`config.mk`:
```
export PLATFORM = sky130hd
export DESIGN_NAME = fir_symmetric_mc
export DESIGN_NICKNAME = d
export VERILOG_FILES = /design/src/rtl/fir_symmetric_mc.sv
export SDC_FILE = /design/constraint.sdc
export NUM_CORES = 2
export LEC_CHECK = 0
export CAP_MARGIN = 20
export CORE_UTILIZATION = 66
export CTS_BUF_LIST = sky130_fd_sc_hd__clkbuf_4
export DETAILED_ROUTE_END_ITERATION = 12
export MAX_ROUTING_LAYER = met4
export PLACE_DENSITY = 0.83
export SETUP_SLACK_MARGIN = 0.3
export SKIP_CTS_REPAIR_TIMING = 1
export SYNTH_ARGS = -nofsm -noshare
export SYNTH_HDL_FRONTEND = slang
export SYNTH_SLANG_ARGS = --single-unit
```
`constraint.sdc`:
```
create_clock -name clk -period 28 [get_ports clk]
set_input_delay 2.8 -clock clk [delete_from_list [all_inputs] [get_ports clk]]
set_output_delay 2.8 -clock clk [all_outputs]
set_load 0.1 [all_outputs]
```
`src/rtl/fir_symmetric_mc.sv`:
```
// fir_symmetric_mc: multi-channel symmetric FIR with one folded pre-add/multiply/accumulate per cycle.
// Build option FIR_SATURATE_EN: clamp results to WIDTH bits instead of two's-complement wrap.
module fir_symmetric_mc #(
  parameter int WIDTH  = 16,
  parameter int COEF_W = 16,
  parameter int TAPS   = 16,
  parameter int N_CH   = 2,
  parameter int FRAC   = 15,
  localparam int CH_W  = (N_CH > 1) ? $clog2(N_CH) : 1,
  localparam int HALF  = TAPS / 2,
  localparam int K_W   = (HALF > 1) ? $clog2(HALF) : 1
) (
  input  logic                clk,
  input  logic                reset,
  input  logic                in_valid,
  output logic                in_ready,
  input  logic [CH_W-1:0]     in_ch,
  input  logic [WIDTH-1:0]    in_data,
  input  logic                coef_we,
  input  logic [K_W-1:0]      coef_addr,
  input  logic [COEF_W-1:0]   coef_data,
  output logic                out_valid,
  input  logic                out_ready,
  output logic [CH_W-1:0]     out_ch,
  output logic [WIDTH-1:0]    out_data,
  output logic                err
);
  localparam int TAP_W  = $clog2(TAPS);
  localparam int PROD_W = WIDTH + 1 + COEF_W;
  localparam int ACC_W  = WIDTH + 1 + COEF_W + $clog2(HALF) + 1;

  typedef enum logic [1:0] {IDLE = 2'd0, MAC = 2'd1, OUT = 2'd2} state_t;

  state_t                              state_q, state_d;
  logic [K_W-1:0]                      k_q, k_d;
  logic [CH_W-1:0]                     ch_q, ch_d;
  logic signed [ACC_W-1:0]             acc_q, acc_d;
  logic [WIDTH-1:0]                    out_data_q, out_data_d;
  logic                                err_q, err_d;
  logic [HALF-1:0][COEF_W-1:0]         coef_q, coef_d;
  logic [N_CH-1:0][TAPS-1:0][WIDTH-1:0] line_q, line_d;

  logic [TAP_W-1:0]                    idx_a_s, idx_b_s;
  logic signed [WIDTH:0]               pre_add_s;
  logic signed [PROD_W-1:0]            prod_s;
  logic signed [ACC_W-1:0]             acc_sum_s;

`ifdef FIR_SATURATE_EN
  localparam logic signed [ACC_W-1:0] SAT_MAX = {{(ACC_W-WIDTH+1){1'b0}}, {(WIDTH-1){1'b1}}};
  localparam logic signed [ACC_W-1:0] SAT_MIN = {{(ACC_W-WIDTH+1){1'b1}}, {(WIDTH-1){1'b0}}};
`endif

  function automatic logic [WIDTH-1:0] scale(input logic signed [ACC_W-1:0] acc);
`ifdef FIR_SATURATE_EN
    logic signed [ACC_W-1:0] sh;
    sh = acc >>> FRAC;
    if (sh > SAT_MAX) begin
      scale = SAT_MAX[WIDTH-1:0];
    end else if (sh < SAT_MIN) begin
      scale = SAT_MIN[WIDTH-1:0];
    end else begin
      scale = sh[WIDTH-1:0];
    end
`else
    scale = WIDTH'(acc >>> FRAC);
`endif
  endfunction

  // Folded tap pair x[k] + x[TAPS-1-k] of the latched channel, weighted by c[k]
  always_comb begin
    idx_a_s   = TAP_W'(k_q);
    idx_b_s   = TAP_W'(TAPS - 1) - idx_a_s;
    pre_add_s = (WIDTH+1)'($signed(line_q[ch_q][idx_a_s])) + (WIDTH+1)'($signed(line_q[ch_q][idx_b_s]));
    prod_s    = PROD_W'(pre_add_s) * PROD_W'($signed(coef_q[k_q]));
    acc_sum_s = acc_q + ACC_W'(prod_s);
  end

  // Next-state and register-update logic for the IDLE -> MAC -> OUT sequence
  always_comb begin
    state_d    = state_q;
    k_d        = k_q;
    ch_d       = ch_q;
    acc_d      = acc_q;
    out_data_d = out_data_q;
    err_d      = 1'b0;
    coef_d     = coef_q;
    line_d     = line_q;
    case (state_q)
      IDLE: begin
        // The coefficient write lands on the same edge as an accept, so MAC sees the new value
        if (coef_we) begin
          if (int'(coef_addr) < HALF) begin
            coef_d[coef_addr] = coef_data;
          end else begin
            err_d = 1'b1;
          end
        end else begin
          coef_d = coef_q;
        end
        if (in_valid) begin
          if (int'(in_ch) < N_CH) begin
            for (int t = TAPS - 1; t > 0; t--) begin
              line_d[in_ch][t] = line_q[in_ch][t-1];
            end
            line_d[in_ch][0] = in_data;
            ch_d    = in_ch;
            k_d     = {K_W{1'b0}};
            acc_d   = {ACC_W{1'b0}};
            state_d = MAC;
          end else begin
            err_d = 1'b1;
          end
        end else begin
          state_d = IDLE;
        end
      end
      MAC: begin
        acc_d = acc_sum_s;
        err_d = coef_we;
        if (k_q == K_W'(HALF - 1)) begin
          out_data_d = scale(acc_sum_s);
          state_d    = OUT;
        end else begin
          k_d = k_q + K_W'(1);
        end
      end
      OUT: begin
        err_d = coef_we;
        if (out_ready) begin
          state_d = IDLE;
        end else begin
          state_d = OUT;
        end
      end
      default: begin
        state_d = IDLE;
      end
    endcase
  end

  // State, datapath and storage registers
  always_ff @(posedge clk or posedge reset) begin
    if (reset) begin
      state_q    <= IDLE;
      k_q        <= {K_W{1'b0}};
      ch_q       <= {CH_W{1'b0}};
      acc_q      <= {ACC_W{1'b0}};
      out_data_q <= {WIDTH{1'b0}};
      err_q      <= 1'b0;
      coef_q     <= '0;
      line_q     <= '0;
    end else begin
      state_q    <= state_d;
      k_q        <= k_d;
      ch_q       <= ch_d;
      acc_q      <= acc_d;
      out_data_q <= out_data_d;
      err_q      <= err_d;
      coef_q     <= coef_d;
      line_q     <= line_d;
    end
  end

  assign in_ready  = (state_q == IDLE);
  assign out_valid = (state_q == OUT);
  assign out_ch    = ch_q;
  assign out_data  = out_data_q;
  assign err       = err_q;

endmodule
```
==> key figures <==
Drt
  – Vias/cell: roughly 6
  – Iteration-0 DRC Markers: 1649
  – Via count: 25700
  – Routed Antenna Nets: 0
  – TritonRoute pass-1 iters: 8
  – DRC viols: 0
  – Final WL: 90200 um
  – Mean routed wirelength per cell: 21.1 um

CTS
  – Clock root cell: clkbuf_4
  – TritonCTS clock tree: built
  – Clk buf depth: 3
  – Worst-Skew Late Latency: 1.01 ns
  – H-tree levels: 4
  – Clock-pin slew on the worst setup and hold paths: approximately 0.070 ns
  – Clk sinks: 694
  – CTS buffer count: approximately 180

Global routing
  – Pin count of the biggest net entering global routing: 200
  – Met3 usage: 0.0613
  – Top Usage Layer GRT: met2
  – First-pass GRT wire length: 148000 um
  – Met2 Resource Use GR: 0.502
  – Number of global-route vias before repair: 28800
  – Antenna violations before repair: 5
  – Grt total ovfl: 0
  – Met1 usage: 0.365
  – Gr usage total: 0.307

Timing
  – Max Fclk: 89.8 MHz
  – Final setup TNS: 0 ns
  – Part of the cycle the worst path needs: 0.398
  – RSZ-0062 raised after global routing: no
  – Slew headroom: 0.202
  – Worst Max-Slew Pin Slew: 1.19 ns
  – Post-route setup slack: roughly 17 ns
  – Clock Skews: 0.0710 ns
  – Final setup viols: 0
  – Final hold violation count: 0
  – Max-slew violations: 0
  – Fin crit period: between 10 and 15 ns

Synth
  – Register bit total from synthesis: ~690
  – Post-synth top area share: 0.412
  – Synth cell count leaders: dfrtp_1, mux2_2, inv_1, fa_1, mux4_2
  – Post-synthesis instance total: around 3200
  – Area of the mapped netlist: 0.0421 mm2
  – Sequential share of the synthesized area: 0.412
  – Post-synthesis async set-or-reset flop share: 1.00
  – Most area-consuming cells after synthesis: dfrtp_1, mux2_2, fa_1
  – Most common cell in the netlist: dfrtp_1
  – Syn Nets: 3599
  – Post-synth EDFFs: 0
  – Avg Cell Area, Syn: 13.4 um2
  – Synth cell types: 60
  – Post-synth top area cell: dfrtp_1
  – Top_reg_cell synth: dfrtp_1
  – Synth Warn #: 0

Cells and area
  – FILL cells: between 4000 and 5000
  – Register Area: between 0.015 and 0.02 mm2
  – Multi-input logic area: ~0.023 mm2
  – Layout area overhead: 9.13%
  – Final #Nets: 3741
  – Fraction of layout cells with a size suffix above 1: 0.350

Setup path
  – CP peak stage delay: between 0.7 and 0.8 ns
  – Crit-path most repeated cell: fa_1
  – Crit path DAT: between 10 and 15 ns
  – Crit path max fanout: 42
  – Worst setup EP type: register
  – CP top delay family: adder cells
  – Buffers and inverters on the worst path: 5
  – Crit-path slowest cell: dfrtp_4
  – Launching element type of the critical path: register
  – Crit Path Class: register to register
  – Worst Path Required: 28.88 ns

Die
  – Die area: 0.0648 mm2
  – Die height: 255 um
  – Die W: 255 um
  – Site Rows: 92
  – I/O Pins: between 60 and 70
  – Placeable Area: ~0.063 mm2
  – Starting Density: 0.667

Placed design
  – Final HPWL DP: 62900 um
  – IO buf count: 60
  – Placer Congestion: 0.960
  – Post-place setup slack: about 17 ns

Hold path
  – Hold Crit Class: register to register

Flow run
  – Max-cap viol count: 0

Run status
  – Status: finished clean
[path summary, 6_finish.rpt]
check / depth (start not counted) / from / endpoint / slack, ns
setup / recovery: 31 / k_q[0]$_DFFE_PP0P_ / acc_q[30]$_DFFE_PP0P_ / 16.87
hold / removal: 2 / acc_q[1]$_DFFE_PP0P_ / acc_q[1]$_DFFE_PP0P_ / 0.48
setup reg to reg: 31 / k_q[0]$_DFFE_PP0P_ / acc_q[30]$_DFFE_PP0P_ / 16.87
hold reg to reg: 2 / acc_q[1]$_DFFE_PP0P_ / acc_q[1]$_DFFE_PP0P_ / 0.48
max in group asynchronous: 4 / reset / state_q[1]$_DFFE_PP0P_ / 23.23
min in group asynchronous: 2 / reset / line_q[164]$_DFFE_PP0P_ / 2.36
[flip-flops by register name, indices dropped and copies added (netlist names)]
register,flops
err,1
line_q,512
k_q,3
out_ch,1
state_q,2
acc_q,31
coef_q,128
out_data,16
[per-stage QoR]
step,hold WS [ns],instances,utilization,instance area [um2]
global placement,0.456,3953,0.691,43600
CTS,0.479,4258,0.726,45800
finish,0.481,4273,0.728,46000
floorplan,0.445,3150,-,42100
detailed placement,0.466,3955,0.691,43600
global route,0.512,4272,0.728,45900
[worst min-delay path: stages, from the launching register on]
cell     delay, ns
dfrtp_1       0.35
nand2_1       0.05
nand2_1       0.05
[logic make-up (layout without fill, tap and decap cells)]
logic type	count (synthesis)	after routing	synth area share
flip-flops	694	694	0.412
adder cells (fa/ha/maj)	408	408	0.173
multiplexers	855	855	0.280
XOR/XNOR	66	66	0.0141
AND/OR/NAND/NOR	435	435	0.0464
other	0	9	0
buffers and inverters	527	795	0.0473
AO/OA/AOI/OAI	165	165	0.0269
[layout by cell type, fill, tap and decap left out, types with 7 or more instances in the layout]
cell             netlist  layout
o21bai_1               7       7
clkinv_1               1      36
mux4_2               192     192
buf_4                  0      43
a21oi_1               30      30
or2_2                  9       8
a21o_1                19      19
mux2_2               653     653
xor2_1                22      22
a22o_1                 9       9
nand2_1              149     149
dfrtp_1              694     690
mux2i_1                8       8
diode_2                0       9
and2_1                20      20
fa_1                 288     288
xnor2_1               43      43
ha_1                 120     120
inv_1                382     381
a211oi_1               7       7
o21ai_0               39      38
clkdlybuf4s50_1        0      60
o211ai_1               9       9
nor3_1                12      12
nand3_1               22      21
clkbuf_4               0     250
nor2_1               147     141
nand2b_1              38      38
nor2b_1               14      14
[layout make-up]
| cell class | count | area share |
|---|---|---|
| Antenna cell | 9 | 0.000490 |
| Timing Repair Buffer | 109 | 0.0229 |
| Tap cell | 846 | 0.0230 |
| Sequential cell | 694 | 0.378 |
| Inverter | 383 | 0.0315 |
| Clock buffer | 250 | 0.0408 |
| Multi-Input combinational cell | 1929 | 0.496 |
| Clock inverter | 53 | 0.00741 |
[per-layer routing]
layer | wire, um | vias up
li1 | - | 11200
met1 | 34800 | 13400
met2 | 46400 | 743
met3 | 5030 | 274
met4 | 3960 | 0
met5 | 0 | -
Power is not shown: default switching activity piles up to over one toggle a cycle in this logic, so the estimate is an artifact.
